### src/rtl/cla_sum_accumulator.sv
`default_nettype none
// ============================================================================
// Module   : cla_sum_accumulator
// Purpose  : Accumulates N_SAMPLES 5-bit CLA sums per window and hands the
//            window total (plus overflow flag) off over a valid/ready pair.
//            Define CLA_ACC_SATURATE_EN to clamp at the maximum instead of wrapping.
// Revision : 1.0 - initial release
// ============================================================================
module cla_sum_accumulator #(
  parameter int ACC_W     = 8,
  parameter int N_SAMPLES = 4,
  parameter int CNT_W     = $clog2(N_SAMPLES + 1)
) (
  input  logic             clk,
  input  logic             rst,
  input  logic             clear,
  input  logic             in_valid,
  input  logic [4:0]       in_sum,
  output logic             in_ready,
  output logic             out_valid,
  input  logic             out_ready,
  output logic [ACC_W-1:0] out_sum,
  output logic             out_ovf,
  output logic [CNT_W-1:0] count
);

  typedef enum logic [0:0] {
    ST_ACCUM = 1'b0,
    ST_HOLD  = 1'b1
  } state_t;

  localparam int              c_sum_w = ACC_W + 1;
  localparam logic [CNT_W-1:0] c_last = CNT_W'(N_SAMPLES - 1);

  state_t             r_state;
  state_t             w_state_next;
  logic [ACC_W-1:0]   r_acc;
  logic [ACC_W-1:0]   w_acc_next;
  logic               r_sticky;
  logic [CNT_W-1:0]   r_count;
  logic [ACC_W:0]     w_sum;
  logic               w_carry;
  logic               w_accept;
  logic               w_drain;
  logic               w_last;

  // Handshake outputs come straight from the state register.
  assign in_ready  = (r_state == ST_ACCUM);
  assign out_valid = (r_state == ST_HOLD);

  assign w_accept = in_valid && in_ready;
  assign w_drain  = out_valid && out_ready;
  assign w_last   = (r_count == c_last);

  assign w_sum   = {1'b0, r_acc} + c_sum_w'(in_sum);
  assign w_carry = w_sum[ACC_W];

`ifdef CLA_ACC_SATURATE_EN
  // A clamped accumulator always carries on any further nonzero add, so it stays pinned.
  assign w_acc_next = w_carry ? {ACC_W{1'b1}} : w_sum[ACC_W-1:0];
`else
  assign w_acc_next = w_sum[ACC_W-1:0];
`endif

  always_comb begin
    w_state_next = r_state;
    if (clear) begin
      w_state_next = ST_ACCUM;
    end else begin
      case (r_state)
        ST_ACCUM: if (w_accept && w_last) w_state_next = ST_HOLD;
        ST_HOLD:  if (out_ready)          w_state_next = ST_ACCUM;
        default:                          w_state_next = ST_ACCUM;
      endcase
    end
  end

  always_ff @(posedge clk) begin
    if (rst) begin
      r_state  <= ST_ACCUM;
      r_acc    <= '0;
      r_sticky <= 1'b0;
      r_count  <= '0;
    end else begin
      r_state <= w_state_next;
      if (clear || w_drain) begin
        r_acc    <= '0;
        r_sticky <= 1'b0;
        r_count  <= '0;
      end else if (w_accept) begin
        r_acc    <= w_acc_next;
        r_sticky <= r_sticky | w_carry;
        r_count  <= r_count + 1'b1;
      end
    end
  end

  // The accumulator is frozen in HOLD, so it doubles as the result register.
  assign out_sum = r_acc;
  assign out_ovf = r_sticky;
  assign count   = r_count;

endmodule
`default_nettype wire
### config.mk
export PLATFORM = sky130hd
export DESIGN_NAME = cla_sum_accumulator
export DESIGN_NICKNAME = d
export VERILOG_FILES = /design/src/rtl/cla_sum_accumulator.sv
export SDC_FILE = /design/constraint.sdc
export NUM_CORES = 1
export LEC_CHECK = 0
export CAP_MARGIN = 20
export CELL_PAD_IN_SITES_DETAIL_PLACEMENT = 1
export CELL_PAD_IN_SITES_GLOBAL_PLACEMENT = 2
export CORE_AREA = 4 4 47 80
export DETAILED_ROUTE_END_ITERATION = 16
export DIE_AREA = 0 0 51 84
export PLACE_DENSITY = 0.69
export SLEW_MARGIN = 20
export SYNTH_ARGS = -nofsm -noshare
export SYNTH_HDL_FRONTEND = slang
export SYNTH_SLANG_ARGS = --single-unit
### constraint.sdc
create_clock -name clk -period 2.2 [get_ports clk]
set_input_delay 0.33 -clock clk [delete_from_list [all_inputs] [get_ports clk]]
set_output_delay 0.33 -clock clk [all_outputs]
set_load 0.03 [all_outputs]
Word level (Yosys, flattened, before mapping):

Index checks and enable logic that the tools add are counted.

* latch bits: 0
* register bits: 13
* bits in read-only memories: 0
* RAM bits: 0
* memories: 0
* bits of input ports: 10
* output and inout port bits: 14

* $mul: 0
* equal/unequal tests: 1
* div/mod/pow operators: 0
* bitwise logic cells: 2
* add/subtract/negate cells: 2
* shift operators: 0
* mux-type cells: 3
* reductions and logical operators: 6
* order comparisons: 0

Operators with widths (count)
* $add A8 B5 Y9: 1
* $reduce_or A2 Y1: 2
* $add A3 B1 Y3 const B: 1
* $eq A3 B2 Y1 const B: 1
* $logic_and A1 B1 Y1: 3
* $mux W1: 2
* $pmux W1 S2: 1
* $logic_or A1 B1 Y1: 1
* $not A1 Y1: 1
* $or A1 B1 Y1: 1

Depth between registers and ports, before layout:

* depth in word-level cells: 5
* depth in mapped cells: 7
* gate-level depth less buffers: 7

Worst setup path before layout:

OpenSTA, ideal clock, no wires.

* path type: register -> register
* from: reg r_acc[0], in the netlist out_sum[0]
* to: reg r_acc[6], in the netlist out_sum[6]
* data arrival time: 1913 ps
* cell stages (with the launch flop): 8
* data required time: 2133 ps
* setup slack: 220 ps
* period minus slack after synthesis: 1980 ps
* path buffers: 0
* setup time: 67 ps
* cell sequence: dfxtp_1 ha_1 inv_1 fa_1 nor2b_1 o31ai_2 a2111o_1 o21ai_2

* cells in the longest elaborated chain, start to end: 1

RTL lines
* start: declaration: RTL line 37 `logic [ACC_W-1:0] r_acc;`
* start signal: assignment: RTL line 91 `r_acc <= w_acc_next;`
* $add A8 B5 Y9: RTL line 55 `assign w_sum = {1'b0, r_acc} + c_sum_w'(in_sum);`

Every way passes these cells.
A chain may end at the register's enable or synchronous reset.

Worst setup path after layout:

* from: in in_sum[0]
* to: reg r_acc[6], in the netlist out_sum[6]

* cells in the longest elaborated chain, start to end: 1

RTL lines
* start: declaration: RTL line 18 `input logic [4:0] in_sum,`
* $add A8 B5 Y9: RTL line 55

Every way passes these cells.

==> impl_metrics.env <==
export IMPL_outcome="finished clean"
export IMPL_grt_pass1_wl_microns=3610
export IMPL_skew_ns=0.00251
export IMPL_cts_tree="yes"
export IMPL_hold_depth=2
export IMPL_io_pins=24
export IMPL_dp_cells=154
export IMPL_htree_levels=1
export IMPL_async_flop_share=0
export IMPL_synth_edf_count=0
export IMPL_use_met2=0.183
export IMPL_critPathCaptureType="flop"
export IMPL_dpl_instance_area_sq_mm=0.00105
export IMPL_grt_use_total=0.109
export IMPL_synth_common_cells="dfxtp_1 (13), a21oi_1 (11), nand2_1 (10)"
export IMPL_cp_required_ns=2.38
export IMPL_syn_num_nets=104
export IMPL_rr_startpoint="out_sum[0]"
export IMPL_clk_latency_ns=0.24
export IMPL_numCtsBuffers=3
export IMPL_ant_nets=0
export IMPL_cts_hold_buffers=0
export IMPL_routabilityCongestion=0.790
export IMPL_routedWlPerCell_microns=12.8
export IMPL_cap_violations=0
export IMPL_synth_area_leaders="dfxtp_1 (35%), ha_1 (12%), a21oi_1 (7.3%)"
export IMPL_holdPathEnd="out_sum[4]"
export IMPL_cts_root_buf="clkbuf_8"
export IMPL_antenna_cells=0
export IMPL_fp_dieArea_sq_mm=0.00428
export IMPL_fin_crit_sh=0.903
export IMPL_first_pass_iters=3
export IMPL_setup_worst_path_start_class="input pin"
export IMPL_final_area_sq_mm=0.00110
export IMPL_met1_usage=0.127
export IMPL_dp_hpwl_microns=1590
export IMPL_nFillCells=375
export IMPL_clockBufferDepth=2
export IMPL_via_count=738
export IMPL_p_int_mw=0.418
export IMPL_clock_sinks=13
export IMPL_row_count=27
export IMPL_initial_core_util=0.240
export IMPL_grt_start_max_net_pins=13
export IMPL_syn_area_sq_um=753
export IMPL_seq_area_frac_synth=0.346
export IMPL_synth_distinct_cells=30
export IMPL_drive_gt1_frac=0.0957
export IMPL_hold_start="out_sum[4]"
export IMPL_antenna_found_initial=0
export IMPL_cts_setup_buffers=0
export IMPL_worst_path_max_fanout=2
export IMPL_viasPerCell=4.67
export IMPL_power_frac_comb=0.178
export IMPL_die_width_microns=51
export IMPL_cts_resized=0
export IMPL_stdcell_count=158
export IMPL_grt_util_met3=0.0197
export IMPL_worstMarginPinSlew_ns=0.460
export IMPL_ys_ff_latch=13
export IMPL_ys_warn_count=0
export IMPL_switching_share=0.259
export IMPL_top_usage_layer="met2"
export IMPL_fin_nets=134
export IMPL_drv_slew=0
export IMPL_p_per_area_mw_per_mm2=514
export IMPL_port_buffers=23
export IMPL_ys_flop_type="dfxtp_1"
export IMPL_drc=0
export IMPL_die_h_microns=84
export IMPL_hold_class="reg2reg"
export IMPL_grt_pass1_vias=800
export IMPL_setup_viol=0
export IMPL_layout_min_cycle_time_ns=1.99
export IMPL_yosysMostFrequentCell="dfxtp_1"
export IMPL_relSlewSlack=0.694
export IMPL_routed_wl_microns=2020
export IMPL_rsz0062_at_grt="false"
export IMPL_syn_area_per_cell_sq_um=8.76
export IMPL_power_net_switching_mw=0.146
export IMPL_post_route_util=0.349
export IMPL_areaGrowthSynthToFinish_pct=45.5
export IMPL_p_leak_nw=0.417
export IMPL_yosysTopAreaCell="dfxtp_1"
export IMPL_max_freq_mhz=504
export IMPL_timing_hold_violations_final=0
export IMPL_synthCells=86
export IMPL_irDropWorstVdd_mv=0.278
export IMPL_synth_top_area_share=0.346
export IMPL_p_clk_frac=0.384
export IMPL_drt_iter0_markers=4
export IMPL_timing_rr_end="out_sum[6]"
export IMPL_reg2regPathDepth=7
export IMPL_r2r_slack_ns=0.41
export IMPL_core_sq_mm=0.00314
export IMPL_worstPathArrival_ns=2.17
export IMPL_power_frac_seq=0.438
export IMPL_crit_type="in2reg"
export IMPL_grt_remaining_overflow=0
export IMPL_clkTransAtPathRegs_ns=0.06
==> power groups by stage <==
stage | registers [mW] | clock network [mW] | logic, mW
floorplan | 0.263 | 0 | 0.0464
global placement | 0.252 | 0 | 0.0989
detailed placement | 0.252 | 0 | 0.101
CTS | 0.247 | 0.226 | 0.102
global route | 0.248 | 0.240 | 0.112
finish | 0.247 | 0.216 | 0.100
==> placed cells by master, fill, tap and decap left out, types with 5 or more instances in the layout <==
master,count
clkdlybuf4s50_1,23
dfxtp_1,13
a21oi_1,11
nand2_1,10
inv_1,7
ha_1,7
nor2_1,5
buf_4,5
==> critical path, cell delays in order <==
cell and delay [ns]:
clkdlybuf4s50_1 0.46, ha_1 0.16, inv_1 0.06, fa_1 0.37, nor2b_1 0.21, o31ai_2 0.09
a2111o_1 0.42, o21ai_2 0.06
==> worst max-delay path by stage <==
stage	startpoint	endpoint	slack (ns)	depth (start not counted)
after CTS	in_sum[0]	out_sum[6]	0.19	8
after floorplan	out_sum[0]	out_sum[6]	0.22	7
after global routing	in_sum[0]	out_sum[6]	0.14	8
after global placement	in_sum[0]	out_sum[6]	-0.02	8
final	in_sum[0]	out_sum[6]	0.21	8
after detailed placement	in_sum[0]	out_sum[6]	-0.06	8
==> state kept, by name, summed over array words and instances, names as in the netlist <==
| signal | flops |
|---|---|
| out_ovf | 1 |
| out_valid | 1 |
| count | 3 |
| out_sum | 8 |
==> metrics by stage <==
stage | TNS, ns | power [mW] | setup WS [ns] | hold WS [ns]
3_5_place_dp | -0.0588 | 0.353 | -0.0588 | 0.468
4_1_cts | 0 | 0.575 | 0.194 | 0.477
6_report | 0 | 0.563 | 0.214 | 0.471
2_1_floorplan | 0 | 0.310 | 0.220 | 0.475
5_1_grt | 0 | 0.599 | 0.137 | 0.499
3_3_place_gp | -0.0164 | 0.351 | -0.0164 | 0.446
==> routing by layer <==
metal  vias to the layer above  part of all wire
met5                         -                 0
met4                         0             0.012
met3                         2             0.035
met2                        13              0.52
met1                       357              0.43
li1                        366                 -
==> cell type report <==
class	count	area (sq um)	share of cell area
Multi-Input combinational cell	63	443	0.404
Clock buffer	4	45.0	0.0411
Sequential cell	13	260	0.237
Timing Repair Buffer	28	268	0.244
Tap cell	43	53.8	0.0491
Inverter	7	26.3	0.0240
==> cell families after synthesis <==
logic type	after synthesis	share of synthesized area
AOI/OAI and AO/OA	30	0.281
and+or+nand+nor	24	0.153
DFF	13	0.346
buffers and inverters	10	0.0664
adders and majority gates	8	0.143
xor gates and xnor gates	1	0.0116
Note: power is estimated with default switching activity, not from simulation.
